$ cat src/rtl/fetch_sequencer.sv
// Instruction-fetch controller: issues one memory read per accepted start, writes the
// returned word into the IR, and handshakes with decode. Handles misaligned PCs, timeouts and flushes.
module fetch_sequencer #(
    parameter int unsigned TIMEOUT = 16
) (
    input  logic        i_Clk,
    input  logic        i_Rst,
    input  logic        i_Start,
    input  logic [31:0] i_Pc,
    input  logic        i_Flush,
    input  logic        i_InstrAck,
    input  logic        i_FaultClr,
    output logic        o_MemRd,
    output logic [31:0] o_MemAddr,
    input  logic [31:0] i_MemData,
    input  logic        i_MemValid,
    output logic        o_IrWr,
    output logic [31:0] o_IrData,
    output logic        o_InstrValid,
    output logic        o_Busy,
    output logic        o_Fault,
    output logic        o_FaultCause,
    output logic [31:0] o_FaultAddr,
    output logic [15:0] o_FetchCount
);

    typedef enum logic [2:0] {
        S_IDLE,
        S_REQ,
        S_WAIT,
        S_HOLD,
        S_DRAIN,
        S_FAULT
    } state_t;

    localparam logic [7:0] TIMER_LAST = 8'(TIMEOUT - 1);

    state_t      state_q, state_d;
    logic [31:0] addr_q, addr_d;
    logic [7:0]  timer_q, timer_d;
    logic [15:0] fetch_count_q, fetch_count_d;
    logic        fault_cause_q, fault_cause_d;
    logic        mem_rd_q, instr_valid_q, busy_q, fault_q;
    logic        ir_wr;
    logic        timer_expired;

    // A flush in WAIT can push the timer one past the last value, so DRAIN uses >=.
    assign timer_expired = (timer_q >= TIMER_LAST);

    always_comb begin
        state_d       = state_q;
        addr_d        = addr_q;
        timer_d       = timer_q;
        fetch_count_d = fetch_count_q;
        fault_cause_d = fault_cause_q;
        ir_wr         = 1'b0;
        case (state_q)
            S_IDLE: begin
                if (!i_Flush && i_Start) begin
                    addr_d = i_Pc;
                    if (i_Pc[1:0] != 2'b00) begin
                        state_d       = S_FAULT;
                        fault_cause_d = 1'b0;
                    end else begin
                        state_d = S_REQ;
                    end
                end
            end
            S_REQ: begin
                timer_d = '0;
                state_d = i_Flush ? S_DRAIN : S_WAIT;
            end
            S_WAIT: begin
                if (i_Flush) begin
                    // A response coinciding with the flush is already drained.
                    state_d = i_MemValid ? S_IDLE : S_DRAIN;
                    timer_d = timer_q + 8'd1;
                end else if (i_MemValid) begin
                    ir_wr         = 1'b1;
                    fetch_count_d = fetch_count_q + 16'd1;
                    state_d       = S_HOLD;
                end else if (timer_expired) begin
                    state_d       = S_FAULT;
                    fault_cause_d = 1'b1;
                end else begin
                    timer_d = timer_q + 8'd1;
                end
            end
            S_HOLD: begin
                if (i_Flush || i_InstrAck) begin
                    state_d = S_IDLE;
                end
            end
            S_DRAIN: begin
                if (i_MemValid || timer_expired) begin
                    state_d = S_IDLE;
                end else begin
                    timer_d = timer_q + 8'd1;
                end
            end
            S_FAULT: begin
                if (i_FaultClr) begin
                    state_d = S_IDLE;
                end
            end
            default: state_d = S_IDLE;
        endcase
    end

    always_ff @(posedge i_Clk) begin
        if (i_Rst) begin
            state_q       <= S_IDLE;
            addr_q        <= '0;
            timer_q       <= '0;
            fetch_count_q <= '0;
            fault_cause_q <= 1'b0;
            mem_rd_q      <= 1'b0;
            instr_valid_q <= 1'b0;
            busy_q        <= 1'b0;
            fault_q       <= 1'b0;
        end else begin
            state_q       <= state_d;
            addr_q        <= addr_d;
            timer_q       <= timer_d;
            fetch_count_q <= fetch_count_d;
            fault_cause_q <= fault_cause_d;
            mem_rd_q      <= (state_d == S_REQ);
            instr_valid_q <= (state_d == S_HOLD);
            busy_q        <= (state_d != S_IDLE);
            fault_q       <= (state_d == S_FAULT);
        end
    end

    assign o_MemRd      = mem_rd_q;
    assign o_MemAddr    = addr_q;
    assign o_FaultAddr  = addr_q;
    assign o_IrWr       = ir_wr;
    assign o_IrData     = ir_wr ? i_MemData : '0;
    assign o_InstrValid = instr_valid_q;
    assign o_Busy       = busy_q;
    assign o_Fault      = fault_q;
    assign o_FaultCause = fault_cause_q;
    assign o_FetchCount = fetch_count_q;

endmodule
$ cat config.mk
export PLATFORM = sky130hd
export DESIGN_NAME = fetch_sequencer
export DESIGN_NICKNAME = d
export VERILOG_FILES = /design/src/rtl/fetch_sequencer.sv
export SDC_FILE = /design/constraint.sdc
export NUM_CORES = 1
export LEC_CHECK = 0
export CORE_ASPECT_RATIO = 1.75
export CORE_MARGIN = 10
export CORE_UTILIZATION = 34
export CTS_BUF_LIST = sky130_fd_sc_hd__clkbuf_16
export CTS_CLUSTER_DIAMETER = 30
export DETAILED_ROUTE_END_ITERATION = 8
export PLACE_DENSITY_LB_ADDON = 0.05
export SLEW_MARGIN = 10
export SYNTH_ARGS = -nofsm -noshare
export SYNTH_HDL_FRONTEND = slang
export SYNTH_SLANG_ARGS = --single-unit
$ cat constraint.sdc
create_clock -name i_Clk -period 3.8 [get_ports i_Clk]
set_input_delay 0.76 -clock i_Clk [delete_from_list [all_inputs] [get_ports i_Clk]]
set_output_delay 0.76 -clock i_Clk [all_outputs]
set_load 0.02 [all_outputs]
== After elaboration in Yosys (flattened, before gate mapping) ==
Cells that the tools add are included.

* Output and inout port bits: 118
* Bits in registers: 64
* Logic and storage cells: 68

* Muxes and demuxes: 26
* Bitwise operators: 1
* Reduce and logical (&&, ||, !) cells: 13
* Add/subtract/negate cells: 2
* Order comparisons: 1
* Eq/ne operators: 16

{| class="wikitable"
|+ Operators with widths
! kind !! count
|-
| two-way mux 32 bit || 1
|-
| two-way mux 8 bit || 4
|-
| two-way mux 3 bit || 10
|-
| one-hot mux 8 bit (3 select lines) || 1
|-
| one-hot mux 3 bit (6 select lines) || 1
|-
| adder 16 x 1 -> 16 bit, second input constant || 1
|-
| != test 2 bit, second input constant || 6
|-
| equality test 3 x 2 -> 1 bit, second input constant || 3
|-
| equality test 3 bit, second input constant || 3
|-
| adder 8 x 1 -> 8 bit, second input constant || 1
|-
| greater-or-equal comparator 8 x 4 -> 1 bit, second input constant || 1
|-
| two-way mux 1 bit || 8
|-
| equality test 3 x 1 -> 1 bit, second input constant || 2
|-
| != test 3 bit, second input constant || 2
|-
| AND reduction 6 bit || 1
|-
| nonzero test 3 bit || 2
|-
| AND reduction 4 bit || 1
|-
| nonzero test 2 bit || 2
|-
| logical NOT 3 bit || 1
|-
| AND reduction 3 bit || 1
|-
| logical OR 1 bit || 2
|-
| one-hot mux 1 bit (2 select lines) || 1
|-
| AND reduction 2 bit || 1
|-
| logical AND 1 bit || 1
|-
| other kinds (2) || 2
|}

== Logic depth before layout (Yosys ltp) ==
* Depth in word-level cells: 6
* Depth in mapped cells: 7
* Gate-level depth less buffers: 6

== Worst setup path before layout ==
No wires, ideal clock.

* Path type: input to output
* Start: input i_Flush
* End: output o_IrData[10]
* Data required time: 3040 ps
* Path buffers: 1
* Cell stages on the path: 3
* Path slack: 1376 ps
* Data arrival time: 1664 ps
* Path through: nor4b_4 clkbuf_1 and3_1

* Cells in the longest elaborated chain, start to end: 3

{| class="wikitable"
|+ RTL lines
! element !! line !! text
|-
| from (decl) || 10 || <nowiki>input logic i_Flush,</nowiki>
|-
| two-way mux 1 bit || 74 || <nowiki>if (i_Flush) begin</nowiki>
|-
| two-way mux 1 bit || 57 || <nowiki>case (state_q)</nowiki>
|-
| two-way mux 32 bit || 138 || <nowiki>assign o_IrData = ir_wr ? i_MemData : '0;</nowiki>
|-
| to (decl) || 18 || <nowiki>output logic [31:0] o_IrData,</nowiki>
|}

Every way passes these cells.

== Worst setup path after layout ==
* Start: input i_Flush
* End: output o_IrData[9]

The elaborated chain is that of the path after synthesis.

==> metrics.cfg <==
[pwr]
p_seq_share_pct=38.8
p_leak_nw=2.02
ir_worst_vdd_mv=0.213
p_int_mw=1.42
combPwrFrac_pct=15.9
switchingPower_mw=0.430
switching_share_pct=23.3
clkPwrFrac_pct=45.3
power.density_mw_per_mm2=352

[logic_synthesis]
ys.flop_type=dfxtp_1
synthMuxAreaShare_pct=1.61
syn-num-nets=473
yosysWarnings=0
synth.distinct_cells=45
synth_fa_ha_area_share_pct=0.785
yosys.area_share.simple_pct=29.6
ys_ff_latch=64
synth_top_family_by_area=simple AND/OR/NAND/NOR gates
synth-xor-area-share_pct=4.12
synth_compound_area_share_pct=11.4
yosysSeqAreaShare_pct=40.2
synth_enable_flop_cells=0
postSynth.asyncResetShare_pct=0
syn_area_per_cell_sq_um=7.97
syn_inst=400
syn_area_sq_mm=0.00319

[setup_path]
r2r_cells=6
worstSetupStartpointType=primary input
worstPathCellList=clkdlybuf4s50_1, nor4b_4, buf_4, and3_1, clkdlybuf4s50_1
critPathArrivalTime_ns=2.59
path_common_cell=clkdlybuf4s50_1
cp_slowest_cell=clkdlybuf4s50_1
r2r_slack_ns=1.57
r2r-end=o_FetchCount[9]
critical_path.max_fanout=34
cp_num_buf_inv=3
r2r-start=state_q[1]
worst_ep_required_time_ns=3.04
crit_family=buffers and inverters
slowest_delay_ns=0.64
crit_type=in2out
worst_setup_path_end_kind=output pin

[place]
place_ws_ns=0.447
dp_hpwl_um=8740
placed_cell_area_sq_mm=0.00494
numPortBuffers=188
place.gp.congestion=0.800

[hold_path]
hold_path_end=o_FaultAddr[12]
hp-class=reg2reg
whs_path_depth=2
hp-start=o_FaultAddr[12]

[cells_and_area]
post-route-util_pct=57.6
n_antenna_cell=0
mostFrequentLayoutCells=clkdlybuf4s50_1 (187), nand2_1 (80), dfxtp_1 (64)
drive_gt1_share_pct=6.29
nNetsFinal=625
area_growth_pct=64.5
layout_commonest_cell=clkdlybuf4s50_1
design_area_sq_mm=0.00524

[global_route]
grt_usage_pct=15.8
overflow=0
grt_pass1_wl_um=17500
grt_pass1_vias=3394
antenna_found_initial=0
grt_max_degree=35

[floorplanning]
rows=46
core-area_sq_mm=0.00909
pin_count=189
dieArea_sq_mm=0.0138
dieHeight_um=148
die_w_um=93.2
start_util_pct=35.0

[clocking]
clkTransAtPathRegs_ns=0.05
root_buffer=clkbuf_16
clk_path_buf_depth=2
post-cts-setup-buffers=0
cts_hold_buffers=0
post_cts_resized=0
cts_tree=built
cts_made_buffers=9
clock_latency_ns=0.33
htreeDepth=3
cts_sinks=64

[routing]
drc=0
viasPerCell=4.81
vias=3251
wl_per_cell_um=16.1
finalWirelength_um=10900
drtAntennaViolNets=0
drtIter0Drc=124
dr.pass1.iters=4

[timing]
layout_min_cycle_time_ns=3.35
slew_headroom_pct=59.5
skew_ns=0.00358
worst_pin_slew_ns=0.606
tns_ns=0
drv_slew=0
setup_viol=0
rsz0062_at_grt=no
setup_ws_ns=0.455
max_freq_mhz=299
holdWs_ns=0.468
hold_violations=0
period_share_pct=88.0

[status]
status=complete, no violations

[job]
maxCapViolations=0

==> power groups by stage <==
| stage | sequential (mW) | combinational [mW] | clock (mW) |
|---|---|---|---|
| 2_1_floorplan | 0.747 | 0.129 | 0 |
| 3_3_place_gp | 0.729 | 0.295 | 0 |
| 3_5_place_dp | 0.730 | 0.298 | 0 |
| 4_1_cts | 0.716 | 0.298 | 0.865 |
| 5_1_grt | 0.719 | 0.317 | 0.899 |
| 6_report | 0.716 | 0.293 | 0.837 |
==> flip-flops by register name, summed over array words and instances (netlist names) <==
name / cells
o_FaultAddr: 32
o_FetchCount: 16
timer_q: 8
state_q: 3
o_Busy: 1
o_Fault: 1
o_FaultCause: 1
o_InstrValid: 1
o_MemRd: 1
==> layer usage <==
metal	wire (um)	part of all wire, %	GRT usage (%)
met1	3790	35	14.6
met2	5460	50	27.3
met3	1440	13	9.93
met4	213	2.0	5.97
met5	0	0	0
==> synth_stat cells (2+ instances only) <==
cell	count	share of area (%)
xor2_1	8	2.2
ha_1	2	0.79
or3_1	4	0.79
mux2i_1	4	1.3
dfxtp_1	64	40
buf_2	4	0.63
buf_4	32	7.5
clkbuf_1	17	2.0
and3_2	2	0.47
inv_1	9	1.1
o21ai_0	5	0.79
a31oi_1	2	0.39
nand4_1	5	0.98
nor2_1	23	2.7
and3_1	34	6.7
and2_1	7	1.4
nor4_1	5	0.98
buf_6	3	1.1
a21o_1	3	0.71
nand2_1	80	9.4
a211oi_1	2	0.47
xnor2_1	7	1.9
nand3_1	9	1.4
nor3_1	4	0.63
a21oi_1	43	6.8
a21boi_0	3	0.71
==> how the worst max path moves through the flow <==
stage,from,end,slack [ns],depth (start not counted)
after global routing,i_Flush,o_IrData[9],0.36,5
after detailed placement,i_Flush,o_IrData[9],0.45,5
after CTS,i_Flush,o_IrData[9],0.43,5
after global placement,i_Flush,o_IrData[1],0.46,5
after floorplan,i_Flush,o_IrData[10],1.38,3
final,i_Flush,o_IrData[9],0.45,5
==> tightest hold or removal path: cells and delay by family (launching register included) <==
family | cells | cell delay (ns)
AND/OR/NAND/NOR | 1 | 0.05
flip-flops | 1 | 0.31
AO/OA/AOI/OAI | 1 | 0.05
==> cells by family (layout without fill, tap and decap cells) <==
group | after synthesis | count (layout)
compound gates | 64 | 64
xor+xnor | 15 | 15
buf+inv | 65 | 221
flops | 64 | 64
simple gates | 185 | 185
mux | 5 | 5
fa+ha+maj | 2 | 2
==> layout make-up <==
type,count,area (sq um)
multi-input cells,271,1520
clock inverters,6,77.6
fillers,886,3850
repair buffers,197,1960
flip-flops and latches,64,1280
clock buffers,9,225
well taps,120,150
inverters,9,33.8
==> stage by stage <==
| step | total power, mW | instances |
|---|---|---|
| 3_5_place_dp | 1.03 | 661 |
| 6_report | 1.85 | 676 |
| 4_1_cts | 1.88 | 676 |
| 2_1_floorplan | 0.876 | 400 |
| 5_1_grt | 1.94 | 676 |
| 3_3_place_gp | 1.02 | 661 |
Note: power is estimated with default switching activity, not from simulation.
==> patch, RTL diff (config.mk and constraints unchanged) <==
Register the output `o_FaultAddr` once more; this adds one clock of latency there. The other outputs are not delayed to match.
--- a/src/rtl/fetch_sequencer.sv
+++ b/src/rtl/fetch_sequencer.sv
@@ -135,3 +135,5 @@
     assign o_MemAddr    = addr_q;
-    assign o_FaultAddr  = addr_q;
+    always_ff @(posedge i_Clk) begin
+        o_FaultAddr <= addr_q;
+    end
     assign o_IrWr       = ir_wr;
Behaviour: not the same (Yosys sat finds a counterexample within 4 cycles, from zero or initial values and one cycle with i_Rst high).
==> patch against the original RTL <==
Count of clock-buffer cells in the layout stayed put; non-clock buffer count is 1 higher; worst setup slack worse by 0.085 ns; sequential share of layout area is 8.1 points higher; wire length is 6.8% higher; register-to-register slack worse by 0.15 ns; synthesized area is 14% higher; final area is 13% higher; global-route usage is 1.3 points lower; clock power is 10% higher; sequential cell count is 32 higher; power is 25% higher; critical path type unchanged.
==> patch: results (changes against the original RTL) <==
[sta]
post-route-min-period_ns=3.43  ; +0.0852 ns
hold_ws_ns=0.366  ; -0.102 ns
skew_ns=0.00876  ; +0.00518 ns

[yosys]
synth_xor_area_share_pct=2.18  ; -1.9 points
avgSynthCellArea_um2=9.00  ; +13%
syn_nets=475  ; +0.42%
synthAdderAreaFrac_pct=0.692  ; -0.094 points
yosys-top-cells-area=dfxtp_1, nand2_1, a21oi_1
synth_compound_area_share_pct=12.6  ; +1.2 points
synth_cell_types=46  ; +2.2%
yosysSeqAreaShare_pct=53.1  ; +13 points
synth_common_cells=dfxtp_1, nand2_1, a21oi_1

[power_and_ir_drop]
cellLeakagePower_nw=2.10  ; +4.3%
seq-power_mw=1.07  ; +49%
pwr-share-comb_pct=13.6  ; -2.3 points
p_sw_share_pct=24.9  ; +1.5 points
p_int_mw=1.73  ; +22%
ir_worst_vdd_mv=0.285  ; +34%

[placed_design]
gp_congestion=0.771  ; -3.6%
place_ws_ns=0.345  ; -0.101 ns
dp_cells=701  ; +6.1%
postPlaceCellArea_mm2=0.00561  ; +14%
hpwlAfterDp_um=9260  ; +5.9%

[grt]
grt_pass1_vias=3405  ; +0.32%
grt.total_usage_pct=14.5  ; -1.3 points
grt_pass1_wl_um=18300  ; +4.9%
grt_max_degree=39  ; +11%
met1_usage_pct=15.1  ; +0.54 points
use_met2_pct=25.2  ; -2.1 points
use_met3_pct=6.48  ; -3.4 points

[detailed_routing]
drtIter0Drc=99  ; -20%
route.met2.wl_um=5890  ; +7.7%
wl_met1_um=4460  ; +17%
route.met3.wl_um=1190  ; -18%

[run_status]
outcome=complete, no violations

[layout]
drive_above_1_share_pct=5.93  ; -0.36 points
nFillCells=940  ; +6.1%
final_net_count=658  ; +5.3%

[worst_setup_path]
cp.arrival_ns=2.67  ; +0.08 ns
r2r_setup_slack_ns=1.42  ; -0.15 ns

## patch: worst paths after layout
check                      from               end  cells past startpoint
setup reg to reg     state_q[2]  o_FetchCount[15]                      5
hold / removal    o_MemAddr[25]   o_FaultAddr[25]                      0
setup / recovery        i_Flush       o_IrData[8]                      6
hold reg to reg   o_MemAddr[25]   o_FaultAddr[25]                      0
## patch: logic make-up (layout without fill, tap and decap cells)
family | count (synthesis) | in the layout
multiplexers | 5 | 5
adder cells (fa/ha/maj) | 2 | 2
AO/OA/AOI/OAI | 75 | 75
AND/OR/NAND/NOR | 182 | 182
buffers and inverters | 33 | 221
XOR/XNOR | 9 | 9
flip-flops | 96 | 96
## patch: cell type report
class | instances | area, um^2 | area share [%]
clock buffers | 9 | 225 | 3.81
repair buffers | 198 | 1950 | 33.0
clock inverters | 7 | 78.8 | 1.33
well taps | 127 | 159 | 2.69
flip-flops and latches | 96 | 1920 | 32.5
inverters | 7 | 26.3 | 0.445
multi-input cells | 273 | 1550 | 26.2
